**src/rtl/divu_seq_pkg.sv**
```systemverilog
// Shared CPU constants: ALU/funct codes, HI/LO access codes and divider states.
package divu_seq_pkg;

  localparam int unsigned HILO_W = 2;

  // HI/LO access requested by the instruction in decode
  localparam logic [HILO_W-1:0] HILO_MFHI = 2'b00;
  localparam logic [HILO_W-1:0] HILO_MFLO = 2'b01;
  localparam logic [HILO_W-1:0] HILO_NONE = 2'b10;

  // Sequential divider control states
  typedef enum logic [1:0] {
    ST_IDLE = 2'b00,
    ST_BUSY = 2'b01,
    ST_DONE = 2'b10
  } div_state_e;

  // ALU operation select
  typedef enum logic [3:0] {
    ALU_ADD  = 4'h0,
    ALU_SUB  = 4'h1,
    ALU_AND  = 4'h2,
    ALU_OR   = 4'h3,
    ALU_XOR  = 4'h4,
    ALU_NOR  = 4'h5,
    ALU_SLT  = 4'h6,
    ALU_SLTU = 4'h7,
    ALU_SLL  = 4'h8,
    ALU_SRL  = 4'h9,
    ALU_SRA  = 4'hA,
    ALU_LUI  = 4'hB
  } alu_op_e;

  // R-type funct codes touching HI/LO
  localparam logic [5:0] FUNCT_MFHI  = 6'h10;
  localparam logic [5:0] FUNCT_MTHI  = 6'h11;
  localparam logic [5:0] FUNCT_MFLO  = 6'h12;
  localparam logic [5:0] FUNCT_MTLO  = 6'h13;
  localparam logic [5:0] FUNCT_MULTU = 6'h19;
  localparam logic [5:0] FUNCT_DIV   = 6'h1A;
  localparam logic [5:0] FUNCT_DIVU  = 6'h1B;

  // True when the instruction reads HI or LO
  function automatic logic is_hilo_read(input logic [HILO_W-1:0] op);
    return (op == HILO_MFHI) || (op == HILO_MFLO);
  endfunction

endpackage

```
**src/rtl/divu_seq_step.sv**
```systemverilog
// One restoring division step: shift {rem,quo} left, conditionally subtract divisor.
module div_step
  import divu_seq_pkg::*;
#(
  parameter int unsigned WIDTH = 32
) (
  input  logic [WIDTH-1:0] rem_i,
  input  logic [WIDTH-1:0] quo_i,
  input  logic [WIDTH-1:0] divisor_i,
  output logic [WIDTH-1:0] rem_c_o,
  output logic [WIDTH-1:0] quo_c_o
);

  logic [WIDTH:0] rem_sh;
  logic           sub;

  // Shifted remainder needs one extra bit so the compare never overflows
  always_comb begin
    rem_sh  = {rem_i, quo_i[WIDTH-1]};
    sub     = (rem_sh >= {1'b0, divisor_i});
    rem_c_o = sub ? WIDTH'(rem_sh - {1'b0, divisor_i}) : rem_sh[WIDTH-1:0];
    quo_c_o = {quo_i[WIDTH-2:0], sub};
  end

endmodule

```
**src/rtl/divu_seq.sv**
```systemverilog
// Multi-cycle unsigned divider with HI/LO registers and pipeline stall request.
module divu_seq
  import divu_seq_pkg::*;
#(
  parameter int unsigned WIDTH = 32,
  parameter int unsigned CNT_W = 6
) (
  input  logic             clk,
  input  logic             rst_n,
  input  logic             div_start,
  input  logic [1:0]       hilo_op,
  input  logic [WIDTH-1:0] dividend,
  input  logic [WIDTH-1:0] divisor,
  output logic             busy,
  output logic             done,
  output logic             stall,
  output logic [WIDTH-1:0] hi,
  output logic [WIDTH-1:0] lo
);

  localparam logic [CNT_W-1:0] LAST_CNT = CNT_W'(WIDTH - 1);

  div_state_e       state_q, state_d;
  logic [CNT_W-1:0] cnt_q, cnt_d;
  logic [WIDTH-1:0] rem_q, rem_d;
  logic [WIDTH-1:0] quo_q, quo_d;
  logic [WIDTH-1:0] dvsr_q, dvsr_d;
  logic [WIDTH-1:0] hi_q, hi_d;
  logic [WIDTH-1:0] lo_q, lo_d;
  logic [WIDTH-1:0] step_rem, step_quo;

  div_step #(
    .WIDTH (WIDTH)
  ) u_step (
    .rem_i     (rem_q),
    .quo_i     (quo_q),
    .divisor_i (dvsr_q),
    .rem_c_o   (step_rem),
    .quo_c_o   (step_quo)
  );

  // State, datapath and HI/LO registers
  always_ff @(posedge clk or negedge rst_n) begin
    if (!rst_n) begin
      state_q <= ST_IDLE;
      cnt_q   <= '0;
      rem_q   <= '0;
      quo_q   <= '0;
      dvsr_q  <= '0;
      hi_q    <= '0;
      lo_q    <= '0;
    end else begin
      state_q <= state_d;
      cnt_q   <= cnt_d;
      rem_q   <= rem_d;
      quo_q   <= quo_d;
      dvsr_q  <= dvsr_d;
      hi_q    <= hi_d;
      lo_q    <= lo_d;
    end
  end

  // Next state: latch operands, iterate WIDTH steps, then commit HI/LO once
  always_comb begin
    state_d = state_q;
    cnt_d   = cnt_q;
    rem_d   = rem_q;
    quo_d   = quo_q;
    dvsr_d  = dvsr_q;
    hi_d    = hi_q;
    lo_d    = lo_q;
    case (state_q)
      ST_IDLE: begin
        if (div_start) begin
          rem_d   = '0;
          quo_d   = dividend;
          dvsr_d  = divisor;
          cnt_d   = '0;
          state_d = ST_BUSY;
        end
      end
      ST_BUSY: begin
        rem_d = step_rem;
        quo_d = step_quo;
        cnt_d = cnt_q + CNT_W'(1);
        if (cnt_q == LAST_CNT) begin
          state_d = ST_DONE;
        end
      end
      ST_DONE: begin
        hi_d    = rem_q;
        lo_d    = quo_q;
        state_d = ST_IDLE;
      end
      default: begin
        state_d = ST_IDLE;
      end
    endcase
  end

  // Status decodes; stall holds HI/LO readers and new divides while occupied
  assign busy  = (state_q != ST_IDLE);
  assign done  = (state_q == ST_DONE);
  assign stall = busy & (is_hilo_read(hilo_op) | div_start);
  assign hi    = hi_q;
  assign lo    = lo_q;

endmodule

```
**config.mk**
```make
export PLATFORM = sky130hd
export DESIGN_NAME = divu_seq
export DESIGN_NICKNAME = d
export VERILOG_FILES = /design/src/rtl/divu_seq_pkg.sv /design/src/rtl/divu_seq_step.sv /design/src/rtl/divu_seq.sv
export SDC_FILE = /design/constraint.sdc
export NUM_CORES = 1
export LEC_CHECK = 0
export ABC_AREA = 1
export ABC_CLOCK_PERIOD_IN_PS = 2600
export CORE_MARGIN = 2
export CORE_UTILIZATION = 56
export DETAILED_ROUTE_END_ITERATION = 8
export PLACE_DENSITY_LB_ADDON = 0.05
export SLEW_MARGIN = 0
export SYNTH_ARGS = -nofsm -noshare
export SYNTH_HDL_FRONTEND = slang
export SYNTH_HIERARCHICAL = 1
export SYNTH_SLANG_ARGS = --single-unit
```
**constraint.sdc**
```tcl
create_clock -name clk -period 2.6 [get_ports clk]
set_input_delay 0.26 -clock clk [delete_from_list [all_inputs] [get_ports clk]]
set_output_delay 0.26 -clock clk [all_outputs]
set_load 0.02 [all_outputs]
```
# [After elaboration in Yosys (flattened, before gate mapping)]
# Cells that the tools add are included.
[totals] regBits=168 latchBits=0 ram_bits=0 mem_bits_ro=0 input_bits=69 output_inout_bits=67 word_cells=36 mem_count=0
[op_classes] n_addsub=2 n_mul=0 n_div=0 n_lt_le_gt_ge=1 eq_ne=6 shifts=0 muxes=10 bitwise=2 reduce_logical=8
[op_table] op="$pmux 32 s2" count=2
[op_table] op="$mux 32" count=3
[op_table] op="$ge 33x32->1" count=1
[op_table] op="$sub 32x32->32" count=1
[op_table] op="$pmux 6 s2" count=1
[op_table] op="$add 6x1->6 const B" count=1
[op_table] op="$eq 6x5->1 const B" count=1
[op_table] op="$mux 6" count=1
[op_table] op="$reduce_and 2->1" count=3
[op_table] op="$eq 2x1->1 const B" count=2
[op_table] op="$logic_not 2->1" count=2
[op_table] op="$mux 2" count=2
[op_table] op="$ne 2x2->1 const B" count=2
[op_table] op="$pmux 2 s2" count=1
[op_table] op="$reduce_bool 2->1" count=2
[op_table] op="$eq 2x2->1 const B" count=1
[op_table] op="$and 1x1->1" count=1
[op_table] op="$logic_or 1x1->1" count=1
[op_table] op="$or 1x1->1" count=1

# [Longest topological paths before layout]
[logic_depth] ltp_word=4 depth_mapped=19 ltp_nobuf=16

# [By module]
# Netlist, hierarchy kept.
[by_module_without_submodules] mod="divu_seq" n_inst=1 cells_per_inst=773 area_per_inst_um2=6791.5 seq_area_each_um2=4204.0
[by_module_without_submodules] mod="div_step" n_inst=1 cells_per_inst=684 area_per_inst_um2=3429.5 seq_area_each_um2=0.0

# [Worst setup path before layout]
# OpenSTA, ideal clock, no wires.
[synth_path] path_type="flip-flop to flip-flop" startpoint="register rem_q[2]" endpoint="register quo_q[0]" setup_time_ns=0.132 arrival_time_ns=1.894 required_ns=2.468 setup_slack_ns=0.575 stages_incl_launch_ff=18 path_buffers=2 synth_period_minus_slack_ns=2.025 path_cell_list="dfrtp_1 ha_1 nand2_2 inv_1 nand2_1 nand2_1 nand2_1 nand3_2 nand2_2 nand2_2 nand2_4 nand2_8 buf_6 buf_4 nand2_1 nand2_1 nand2_1 o21ai_0"
[synth_between] elab_chain_len=2
[synth_rtl] element="start: declaration" line="divu_seq.sv:25" rtl="logic [WIDTH-1:0] rem_q, rem_d;"
[synth_rtl] element="start signal: assignment" line="divu_seq.sv:55" rtl="rem_q <= rem_d;"
[synth_rtl] element="$ge 33x32->1" line="divu_seq_step.sv:20" rtl="sub = (rem_sh >= {1'b0, divisor_i});"
[synth_rtl] element="net u_step.sub" line="divu_seq_step.sv:15" rtl="logic sub;"
[synth_rtl] element="$pmux 32 s2" line="divu_seq.sv:72" rtl="case (state_q)"
[synth_rtl] element="end signal: assignment" line="divu_seq.sv:56" rtl="quo_q <= quo_d;"
[synth_rtl] element="end: declaration" line="divu_seq.sv:26" rtl="logic [WIDTH-1:0] quo_q, quo_d;"
# The timed path passes the listed nets, and every way through them passes these cells.
# A chain may end at the register's enable or synchronous reset.

# [Final worst setup path]
[layout_path] startpoint="register quo_q[31]" endpoint="register rem_q[28]"
[layout_between] elab_chain_len=3 word_cells_on_any_way=4 classes_between="add/sub: 1; order compare: 1; mux: 2"
[layout_rtl] element="$sub 32x32->32 / $ge 33x32->1 (equally long branches)" line="divu_seq_step.sv:21, divu_seq_step.sv:20"
[layout_rtl] element="$mux 32 *" line="divu_seq_step.sv:21" rtl="rem_c_o = sub ? WIDTH'(rem_sh - {1'b0, divisor_i}) : rem_sh[WIDTH-1:0];"
[layout_rtl] element="net step_rem[28]" line="divu_seq.sv:30" rtl="logic [WIDTH-1:0] step_rem, step_quo;"
[layout_rtl] element="$pmux 32 s2 *" line="divu_seq.sv:72"
# The timed path passes the listed nets; every way through them passes the cells marked *.

==> results.cfg <==
[global_route]
grt_pass1_vias = 8627
grt-busiest-layer = met2
grt_util_all_layers_pct = 26.61
use_met3_pct = 4.351
grt_overflow = 0
grt_pass1_wl_um = 42240
grtUsageMet1_pct = 37.98
antenna_found_initial = 0
grt_max_degree = 129
grtUsageMet2_pct = 42.49

[power_and_ir_drop]
swShare_pct = 49.56
p_leak_nw = 6.699
peakVddDrop_v = 0.001006
p_int_mw = 9.171
switchingPower_mw = 9.012
comb_power_share_pct = 61.6
p_seq_share_pct = 24.0
p_per_area_nw_per_um2 = 1498
p_clk_share_pct = 14.5

[floorplan]
die_area_sq_um = 19350
fp.coreArea_sq_um = 17960
start_util_pct = 56.90
rows = 49
die_x_um = 139.1
ios = 136
die_h_um = 139.1

[critical_path]
timing.rr.end = rem_q[28]
rr_startpoint = quo_q[31]
critPathRequiredTime_ns = 2.90
reg2reg_depth = 15
rrSetupSlack_ns = 0.20
cp-end-kind = flip-flop
worst-setup-path-type = flip-flop to flip-flop
cp-start-kind = flip-flop
endpoint = rem_q[28]
crit_start = quo_q[31]
path_max_fanout = 3
arrival_ns = 2.70

[sta]
fin_crit_sh_pct = 92.33
rsz0062_at_grt = false
whs_ns = 0.3408
layout_min_cycle_time_ns = 2.401
worst_pin_slew_ns = 0.4940
relSlewSlack_pct = 67.07
finClkSkew_ns = 0.009019
drv_slew = 0
fin_setup_tns_ns = 0
fmax_ghz = 0.4166
setup_viol = 0
finalHoldViolations = 0

[finish]
drive_gt1_share_pct = 5.965
final_common_cell = nand2_1
final_cell_mix = nand2_1 (585), inv_1 (222), dfrtp_1 (168)
utilization_pct = 67.56
area_growth_pct = 18.73
diodes = 0
fin_nets = 1649

[route]
routed_via_density = 5.041
ant_nets = 0
via_count = 9014
drt_iter0_markers = 582
drc = 0
wire_per_inst_um = 13.83
drt_wl_total_um = 24730
first_pass_iters = 5

[clock_tree]
cts_root_buffer = clkbuf_16
cts_inserted_buffers = 17
cts_tree = yes
htree_levels = 4
worstSkewPairLatency_ns = 0.44
cts_max_path_buffers = 2
cts_sinks = 168
cts.clk_slew.worst_paths_ns = 0.07

[placed_design]
hpwl_um = 17460
portBuffers = 134
gp_congestion = 0.8996

[synthesis]
ys_warn_count = 6
ys_async_sr_fraction_pct = 100.0
synth-seq-cells = 168
ys_seq_area_share_pct = 41.13
synth_top_area_cell = dfrtp_1
synth_cell_type_count = 34
ys_top_cells_by_area = dfrtp_1 (41%), nand2_1 (22%), inv_1 (8.2%)
netlist_area_sq_um = 10220
synth_edf_count = 0
synth_top_area_share_pct = 41.13
synth_nets = 1560
avgSynthCellArea_sq_um = 7.015
yosys_most_used_dff = dfrtp_1
netlist_instances = 1457

[run_status]
status = finished, final reports clean

[worst_hold_path]
hp-class = primary input to async pin

[run]
maxCapViolCount = 0
-- what timing repair did --
action / CTS / global route
buffers inserted: 0 / 0
setup endpoints to repair: 0 / 2
hold endpoints to repair: 49 / 0
resized for setup: 0 / 1
hold buffers: 1 / 0
-- power groups by stage --
stage | Combinational [mW] | Sequential [mW] | Clock, mW
after detailed placement | 11.0 | 4.38 | 0
final | 11.2 | 4.36 | 2.63
after floorplan | 8.45 | 4.52 | 0
after global routing | 12.8 | 4.49 | 2.80
after CTS | 11.1 | 4.35 | 2.68
after global placement | 10.8 | 4.35 | 0
-- metal layers --
| metal | vias to the layer above | wire length [um] | part of all wire [%] |
|---|---|---|---|
| met4 | 0 | 320 | 1.3 |
| met1 | 4168 | 11860 | 48 |
| met2 | 210 | 11260 | 46 |
| li1 | 4609 | - | - |
| met3 | 27 | 1287 | 5.2 |
| met5 | - | 0 | 0 |
-- logic make-up after synthesis --
logic type | Yosys count | share of synthesized area [%]
xor+xnor | 14 | 1.200
flops | 168 | 41.13
buf+inv | 313 | 13.77
compound gates | 157 | 7.810
simple gates | 771 | 31.85
fa+ha+maj | 34 | 4.236
-- cell usage after synthesis, types with 14 or more instances --
library cell	n
dfrtp_1	168
a21oi_1	22
o21ai_0	108
clkbuf_1	14
nand2_1	586
buf_4	32
nand3_2	17
nand3_1	87
ha_1	33
nor2_1	39
inv_1	222
buf_2	32
o21ai_1	23
-- worst min path at each step --
stage / startpoint / endpoint / cells past startpoint
floorplan: rst_n / cnt_q[0] / 0
global placement: rst_n / hi[16] / 1
detailed placement: rst_n / hi[16] / 1
CTS: rst_n / hi[16] / 2
global route: rst_n / hi[18] / 2
finish: rst_n / hi[16] / 2
-- critical path, cell delays in order (launching register included) --
cell	delay (ns)
dfrtp_1	0.37
inv_1	0.07
ha_1	0.23
fa_1	0.41
inv_1	0.13
nand3_1	0.08
nand3_1	0.16
nand3_1	0.09
nand2_1	0.19
nand2_1	0.13
nand2_1	0.09
nand2_1	0.06
nand3_2	0.07
nand2_1	0.05
nand2_1	0.06
o21ai_0	0.08
-- stage by stage --
step                total power, mW  cells  worst slack [ns]  instance area [sq um]
floorplan                     12.97   1457            0.5746                  10220
global placement              15.17   1755            0.2688                  11510
detailed placement            15.41   1755            0.2286                  11510
CTS                           18.17   1788            0.2125                  12130
global route                  20.07   1788           0.02149                  12140
finish                        18.18   1788            0.1994                  12140
-- flip-flops by register name (all words and copies together) (netlist names) --
register / flops
cnt_q: 6
dvsr_q: 32
hi: 32
lo: 32
quo_q: 32
rem_q: 32
state_q: 2
-- cell type report --
class	count	area, sq um
clock buffer	18	439.2
inverter	227	852.1
fill	1670	5828
multi-input combinational	976	4617
tap	229	286.5
clock inverter	14	172.7
sequential	168	4204
timing repair buffer	156	1564
No activity file was read; power rests on OpenSTA's default activity.
